`src/rtl/riscv_soft_imm_stage_pkg.sv`:
```
// Shared immediate-select encodings for the immediate stage.
// Imported by the extractor and the stage top.
package riscv_soft_imm_stage_pkg;

    localparam int IMM_SEL_W = 3;

    localparam logic [IMM_SEL_W-1:0] IMM_I = 3'd0;
    localparam logic [IMM_SEL_W-1:0] IMM_S = 3'd1;
    localparam logic [IMM_SEL_W-1:0] IMM_B = 3'd2;
    localparam logic [IMM_SEL_W-1:0] IMM_U = 3'd3;
    localparam logic [IMM_SEL_W-1:0] IMM_J = 3'd4;
    localparam logic [IMM_SEL_W-1:0] IMM_Z = 3'd5;

endpackage

```
`src/rtl/riscv_soft_imm_extract.sv`:
```
// Combinational immediate extraction for I/S/B/U/J and CSR zimm.
// All types are built as a signed 32-bit value, then sign-extended.
module riscv_soft_imm_extract
    import riscv_soft_imm_stage_pkg::*;
#(
    parameter int XPR_LEN = 32
) (
    input  logic [31:0]          inst,
    input  logic [IMM_SEL_W-1:0] imm_sel,
    output logic [XPR_LEN-1:0]   imm,
    output logic                 bad_sel
);

    logic signed [31:0] w_imm32;

    // Select the immediate layout; zimm is zero-padded so its
    // sign bit is always 0 and the later sign-extension is harmless.
    always_comb begin
        w_imm32 = '0;
        bad_sel = 1'b0;
        case (imm_sel)
            IMM_I: w_imm32 = {{20{inst[31]}}, inst[31:20]};
            IMM_S: w_imm32 = {{20{inst[31]}}, inst[31:25],
                              inst[11:7]};
            IMM_B: w_imm32 = {{19{inst[31]}}, inst[31], inst[7],
                              inst[30:25], inst[11:8], 1'b0};
            IMM_U: w_imm32 = {inst[31:12], 12'b0};
            IMM_J: w_imm32 = {{11{inst[31]}}, inst[31],
                              inst[19:12], inst[20],
                              inst[30:21], 1'b0};
            IMM_Z: w_imm32 = {27'b0, inst[19:15]};
            default: bad_sel = 1'b1;
        endcase
    end

    assign imm = XPR_LEN'(w_imm32);

endmodule

```
`src/rtl/riscv_soft_imm_stage.sv`:
```
// Pipelined immediate stage: extract, add to PC, buffer in a
// 2-entry FIFO with valid/ready on both sides and a flush.
module riscv_soft_imm_stage
    import riscv_soft_imm_stage_pkg::*;
#(
    parameter int XPR_LEN = 32
) (
    input  logic                 clk,
    input  logic                 reset,
    input  logic                 flush,
    input  logic                 in_valid,
    output logic                 in_ready,
    input  logic [31:0]          in_inst,
    input  logic [XPR_LEN-1:0]   in_pc,
    input  logic [IMM_SEL_W-1:0] in_imm_sel,
    output logic                 out_valid,
    input  logic                 out_ready,
    output logic [XPR_LEN-1:0]   out_imm,
    output logic [XPR_LEN-1:0]   out_target,
    output logic                 out_bad_sel
);

    if (!(XPR_LEN == 32 || XPR_LEN == 64)) begin : g_bad_xpr
        $error("riscv_soft_imm_stage: XPR_LEN must be 32 or 64");
    end

    logic [XPR_LEN-1:0] w_imm;
    logic [XPR_LEN-1:0] w_target;
    logic               w_bad;
    logic               w_push;
    logic               w_pop;

    logic [XPR_LEN-1:0] r_imm [2];
    logic [XPR_LEN-1:0] r_tgt [2];
    logic [1:0]         r_bad;
    logic               r_wr;
    logic               r_rd;
    logic [1:0]         r_cnt;
    logic [XPR_LEN-1:0] r_hold_imm;
    logic [XPR_LEN-1:0] r_hold_tgt;
    logic               r_hold_bad;

    riscv_soft_imm_extract #(
        .XPR_LEN (XPR_LEN)
    ) u_extract (
        .inst    (in_inst),
        .imm_sel (in_imm_sel),
        .imm     (w_imm),
        .bad_sel (w_bad)
    );

    assign w_target  = in_pc + w_imm;
    assign in_ready  = (r_cnt != 2'd2);
    assign out_valid = (r_cnt != 2'd0);
    assign w_push    = in_valid && in_ready && !flush;
    assign w_pop     = out_valid && out_ready;

    // Head entry while valid; otherwise the last popped entry so the
    // outputs stay put once the FIFO drains.
    assign out_imm     = out_valid ? r_imm[r_rd] : r_hold_imm;
    assign out_target  = out_valid ? r_tgt[r_rd] : r_hold_tgt;
    assign out_bad_sel = out_valid ? r_bad[r_rd] : r_hold_bad;

    // FIFO storage, pointers and occupancy; flush beats push and pop.
    always_ff @(posedge clk or posedge reset) begin
        if (reset) begin
            r_imm[0]   <= '0;
            r_imm[1]   <= '0;
            r_tgt[0]   <= '0;
            r_tgt[1]   <= '0;
            r_bad      <= '0;
            r_wr       <= 1'b0;
            r_rd       <= 1'b0;
            r_cnt      <= 2'd0;
            r_hold_imm <= '0;
            r_hold_tgt <= '0;
            r_hold_bad <= 1'b0;
        end else if (flush) begin
            r_wr  <= 1'b0;
            r_rd  <= 1'b0;
            r_cnt <= 2'd0;
        end else begin
            if (w_push) begin
                r_imm[r_wr] <= w_imm;
                r_tgt[r_wr] <= w_target;
                r_bad[r_wr] <= w_bad;
                r_wr        <= ~r_wr;
            end
            if (w_pop) begin
                r_hold_imm <= r_imm[r_rd];
                r_hold_tgt <= r_tgt[r_rd];
                r_hold_bad <= r_bad[r_rd];
                r_rd       <= ~r_rd;
            end
            case ({w_push, w_pop})
                2'b10:   r_cnt <= r_cnt + 2'd1;
                2'b01:   r_cnt <= r_cnt - 2'd1;
                default: r_cnt <= r_cnt;
            endcase
        end
    end

endmodule

```
`config.mk`:
```
export PLATFORM = sky130hd
export DESIGN_NAME = riscv_soft_imm_stage
export DESIGN_NICKNAME = d
export VERILOG_FILES = /design/src/rtl/riscv_soft_imm_stage_pkg.sv /design/src/rtl/riscv_soft_imm_extract.sv /design/src/rtl/riscv_soft_imm_stage.sv
export SDC_FILE = /design/constraint.sdc
export NUM_CORES = 1
export LEC_CHECK = 0
export CORE_UTILIZATION = 30
export DETAILED_ROUTE_END_ITERATION = 6
export GPL_ROUTABILITY_DRIVEN = 0
export PLACE_DENSITY = 0.57
export SETUP_SLACK_MARGIN = 0.4
export SYNTH_ARGS = -nofsm -noshare
export SYNTH_HDL_FRONTEND = slang
export SYNTH_HIERARCHICAL = 1
export SYNTH_SLANG_ARGS = --single-unit
```
`constraint.sdc`:
```
create_clock -name clk -period 8.25 [get_ports clk]
set_input_delay 1.65 -clock clk [delete_from_list [all_inputs] [get_ports clk]]
set_output_delay 1.65 -clock clk [all_outputs]
set_load 0.01 [all_outputs]
```
# ---- Yosys cells after proc, flatten, opt, wreduce, memory -nomap -nowiden
# Index checks and enable logic that the tools add are counted.
dict set report classes {
  bitwise 5
  addsub 3
  shift 0
  order_cmp 6
  div 0
  reduce_logical 14
  eq_ne 8
  multipliers 0
  mux 26
}
# op n
set op_table {}
lappend op_table {{$mux W32} 9}
lappend op_table {{$pmux W32 S6} 1}
lappend op_table {{$bwmux W64} 2}
lappend op_table {{$add A32 B32 Y32} 1}
lappend op_table {{$demux W32 S1} 1}
lappend op_table {{$mux W1} 9}
lappend op_table {{$eq A3 B2 Y1 const B} 2}
lappend op_table {{$eq A3 B3 Y1 const B} 2}
lappend op_table {{$reduce_bool A2 Y1} 3}
lappend op_table {{$reduce_or A6 Y1} 1}
lappend op_table {{$logic_and A1 B1 Y1} 5}
lappend op_table {{$ge A2 B2 Y1 const B} 2}
lappend op_table {{$lt A1 B2 Y1 const B} 2}
lappend op_table {{$not A1 Y2} 2}
lappend op_table {{$pmux W2 S2} 1}
lappend op_table {{$reduce_and A2 Y1} 2}
lappend op_table {{$eq A3 B1 Y1 const B} 1}
lappend op_table {{$logic_not A3 Y1} 1}
lappend op_table {{$not A1 Y1} 3}
lappend op_table {{$reduce_bool A3 Y1} 1}
lappend op_table {{$add A2 B1 Y2 const B} 1}
lappend op_table {{$bwmux W2} 1}
lappend op_table {{$eq A2 B1 Y1 const B} 1}
lappend op_table {{$eq A2 B2 Y1 const B} 1}
lappend op_table {{7 further kinds} 7}
dict set report totals {
  register_bits 199
  mem_bits_ro 0
  mem_bits_rw 0
  out_inout_bits 67
  in_bits 72
  latchBits 0
  n_memories 0
}

# ---- Depth between registers and ports, before layout
dict set report logic_depth {
  word_depth 6
  ltp_mapped 14
}

# ---- Modules after synthesis
# The synthesis kept the hierarchy.
# module instances area_per_inst_um2 cells_each
set by_module_without_submodules {}
lappend by_module_without_submodules {riscv_soft_imm_stage 1 10577.6 1221}
lappend by_module_without_submodules {riscv_soft_imm_extract 1 538.0 81}

# ---- Worst setup path before layout
# Ideal clock, no wire load.
dict set report synth_timing {
  kind {input-to-reg}
  start {input in_imm_sel[0]}
  end {register r_tgt[18] (netlist bit)}
  path_slack_ns 4.041
  arrival_time_ns 4.085
  path_stages 13
  required_time_ns 8.125
  cell_sequence {buf_4 -> nor2b_1 -> a211oi_1 -> a211oi_1 -> ha_1 -> fa_1 -> a211oi_1 -> o21ai_1 -> o2111ai_2 -> o311ai_4 -> a41oi_2 -> xnor2_1 -> mux2_2}
}
dict set report synth_via {
  elab_chain_cells 4
}
# item line
set synth_rtl {}
lappend synth_rtl {{start, declared} riscv_soft_imm_stage.sv:15} ;# input logic [IMM_SEL_W-1:0] in_imm_sel,
lappend synth_rtl {{$eq A3 B3 Y1, or another cell as far along} riscv_soft_imm_extract.sv:21} ;# case (imm_sel)
lappend synth_rtl {{$pmux W32 S6 *} riscv_soft_imm_extract.sv:21}
lappend synth_rtl {{via w_imm[0]} riscv_soft_imm_stage.sv:27} ;# logic [XPR_LEN-1:0] w_imm;
lappend synth_rtl {{$add A32 B32 Y32 *} riscv_soft_imm_stage.sv:52} ;# assign w_target = in_pc + w_imm;
lappend synth_rtl {{$bwmux W64 *} riscv_soft_imm_stage.sv:85} ;# r_tgt[r_wr] <= w_target;
lappend synth_rtl {{end signal, assigned by index} riscv_soft_imm_stage.sv:85}
lappend synth_rtl {{end, declared} riscv_soft_imm_stage.sv:34} ;# logic [XPR_LEN-1:0] r_tgt [2];
# Mark *: on every way through the listed nets, which the timed path passes. The rest lies on a longest branch.
# A chain may end at the register's enable or synchronous reset.

# ---- Worst setup path in the final report
dict set report layout_timing {
  start {input in_imm_sel[2]}
  end {register r_tgt[60] (netlist bit)}
}
# Same word-level chain as after synthesis.

==> flow_summary.json <==
{
  "synth_nets": 1406,
  "path_cells": "clkdlybuf4s50_1 -> nor2b_1 -> a21oi_1 -> o22ai_1 -> ha_1 -> a21oi_1 -> o2111ai_1 -> a21boi_1 -> o211ai_1 -> a31oi_1 -> xnor2_1 -> mux2_2",
  "slew_headroom": 0.359,
  "critPathBufInv": 1,
  "synth.top_cell.area_share": 0.448,
  "synth_cells": 1302,
  "final_util": 0.365,
  "final_net_count": 1481,
  "hold_violations": 0,
  "synthTopCellsByArea": "dfrtp_1 45%, nand2_1 10%, a21oi_1 8.4%",
  "yosysWarningCount": 6,
  "tritoncts": "yes",
  "worstSetupStartpointType": "primary input",
  "via_per_inst": 5.00,
  "track_usage": 0.169,
  "r2r-start": "r_cnt[0]",
  "coreArea_mm2": 0.0365,
  "ir_worst_vdd_mv": 0.149,
  "crit_family": "compound AO/OA/AOI/OAI gates",
  "ant_nets": 0,
  "slowest_stage": "clkdlybuf4s50_1",
  "dr.pass1.iters": 5,
  "fillers": 3683,
  "cap_violations": 0,
  "fin_worst_skew_ns": 0.0155,
  "remaining_drc_errors": 0,
  "drive_above_1_share": 0.0640,
  "crit_path_max_incr_delay_ns": 0.87,
  "grt_pass1_vias": 8892,
  "postCtsHoldBufs": 0,
  "path_class": "primary input to flop",
  "synth_ff_type": "dfrtp_1",
  "drt_iter0_markers": 689,
  "dieArea_mm2": 0.0378,
  "period_share": 0.638,
  "io_buffers": 131,
  "min_from": "r_tgt[43]",
  "reg2regPathDepth": 7,
  "synth.distinct_cells": 62,
  "synth_edf_count": 0,
  "post-dp-hpwl_mm": 22.1,
  "netlist_area_mm2": 0.0111,
  "regArea_mm2": 0.00498,
  "hold-path-endpoint": "r_tgt[43]",
  "fp-row-count": 70,
  "hold_class": "flop to flop",
  "die_w_um": 194,
  "worst_setup_path_end_kind": "flop",
  "min_path_cells": 2,
  "antenna_found_initial": 1,
  "required_ns": 8.59,
  "cts_max_level": 4,
  "fin_tns_setup_ns": 0,
  "async_flop_share": 1.00,
  "syn_to_final_growth_pct": 19.9,
  "grt_max_degree": 126,
  "grt_overflow": 0,
  "p_per_area_mw_per_mm2": 262,
  "wl_per_cell_um": 16.8,
  "clock_path_buffers": 2,
  "wirelength_mm": 31.3,
  "slew_viol_final": 0,
  "status": "completed",
  "synth_area_per_cell_um2": 8.54,
  "die_h_um": 194,
  "multi_input_area_mm2": 0.00576,
  "crit_fanout": 19,
  "path_common_cell": "a21oi_1",
  "cp.arrival_ns": 5.60,
  "postCtsSetupBuffers": 0,
  "cts_sinks": 199,
  "path_clk_slew_ns": 0.07,
  "max_clock_freq_mhz": 190,
  "ys_ff_latch": 199,
  "r2r_slack_ns": 5.30,
  "leakage_nw": 5.83,
  "grt_setup_unrepaired": "no",
  "ios": 139,
  "tightestPinTransition_ns": 0.962,
  "antennaDiodeCount": 0,
  "fin_crit_ns": 5.26,
  "root_buffer": "clkbuf_16",
  "setup_viol": 0,
  "initial_core_util": 0.304,
  "rr_endpoint": "r_hold_tgt[28]",
  "vias": 9294,
  "cts_made_buffers": 17,
  "ys_seq_area_frac": 0.448,
  "insertion_delay_ns": 0.46,
  "yosysTopAreaCell": "dfrtp_1",
  "grt_pass1_wl_mm": 50.0,
  "cts_resized": 0
}
[report_power, final]
| part | leakage [nW] | internal [W] | switching, W |
|---|---|---|---|
| clock network | 0.288 | 0.000443 | 0.000402 |
| registers | 2.43 | 0.00129 | 0.000165 |
| logic | 3.11 | 0.000559 | 0.000629 |
[layout make-up]
| cell class | instances | share of cell area |
|---|---|---|
| Multi-Input combinational cell | 1011 | 0.432 |
| Sequential cell | 199 | 0.374 |
| Timing Repair Buffer | 140 | 0.103 |
| Tap cell | 468 | 0.0439 |
| Clock buffer | 20 | 0.0343 |
| Clock inverter | 12 | 0.00967 |
| Inverter | 8 | 0.00282 |
[worst max-delay path by stage]
stage | end | start | cells after the start
floorplan | r_bad[0] | reset | 1
global placement | r_tgt[28] | in_imm_sel[2] | 12
detailed placement | r_tgt[56] | in_imm_sel[2] | 12
CTS | r_tgt[28] | in_imm_sel[2] | 12
global route | r_tgt[29] | in_imm_sel[2] | 12
finish | r_tgt[60] | in_imm_sel[2] | 12
[sequential cells by signal, indices dropped and copies added (netlist names)]
signal      cells
r_tgt          64
r_hold_tgt     32
r_rd            1
r_wr            1
r_hold_bad      1
r_bad           2
r_hold_imm     32
r_cnt           2
r_imm          64
[through the flow]
stage	area, um2	power [W]	hold slack, ns	std cells	setup WS (ns)
floorplan	11100	0.00219	0.445	1302	1.17
global placement	12700	0.00263	0.458	1826	2.63
detailed placement	12700	0.00267	0.462	1826	2.66
CTS	13300	0.00352	0.479	1858	3.09
global route	13300	0.00373	0.488	1858	2.76
finish	13300	0.00349	0.474	1858	2.99
[cell usage in the layout, fill, tap and decap left out, drive strengths merged, types with 11 or more instances in the layout]
| cell type | count |
|---|---|
| inv | 15 |
| mux2i | 69 |
| clkdlybuf4s50 | 131 |
| mux2 | 28 |
| nor2 | 177 |
| ha | 31 |
| a21oi | 186 |
| clkbuf | 20 |
| nand2 | 310 |
| o21ai | 28 |
| xnor2 | 20 |
| dfrtp | 199 |
| a21o | 17 |
| nor2b | 11 |
[Yosys cell counts (3+ instances only)]
library cell,instances
a211oi_1,5
a21boi_1,3
a21o_1,17
a21oi_1,186
a221o_1,4
a31oi_1,6
and2_1,7
and2b_1,4
and3_1,4
buf_1,3
buf_2,22
buf_6,3
clkbuf_1,55
dfrtp_1,199
ha_1,31
inv_1,8
mux2_2,28
mux2i_1,69
nand2_1,310
nand2b_1,8
nand3_1,8
nand4_1,7
nor2_1,177
nor2b_1,10
nor3_1,7
nor3b_1,5
o211ai_1,7
o21a_1,3
o21ai_0,21
o21ai_1,6
o21bai_1,3
o22ai_1,8
o31ai_1,5
xnor2_1,20
xor2_1,7
[logic make-up (layout without fill, tap and decap cells)]
group                      Yosys count  count (layout)  share of synthesized area
adders and majority gates           33              33                     0.0377
AOI/OAI and AO/OA                  295             295                      0.160
muxes                               97              97                     0.0905
DFF                                199             199                      0.448
buffers and inverters               92             180                     0.0359
xor gates and xnor gates            27              27                     0.0213
and+or+nand+nor                    559             559                      0.207
[tightest hold or removal path: stages (launching register included)]
cell and delay (ns):
dfrtp_1 0.34, nand2_1 0.05, nand2_1 0.05
[metal layers]
metal,vias to the layer above,wire (um),track usage
met3,50,1660,0.0387
met2,235,13600,0.248
met4,0,772,0.0588
met1,4435,15300,0.242
li1,4574,-,-
met5,-,0,0
Note: power is estimated with default switching activity, not from simulation.
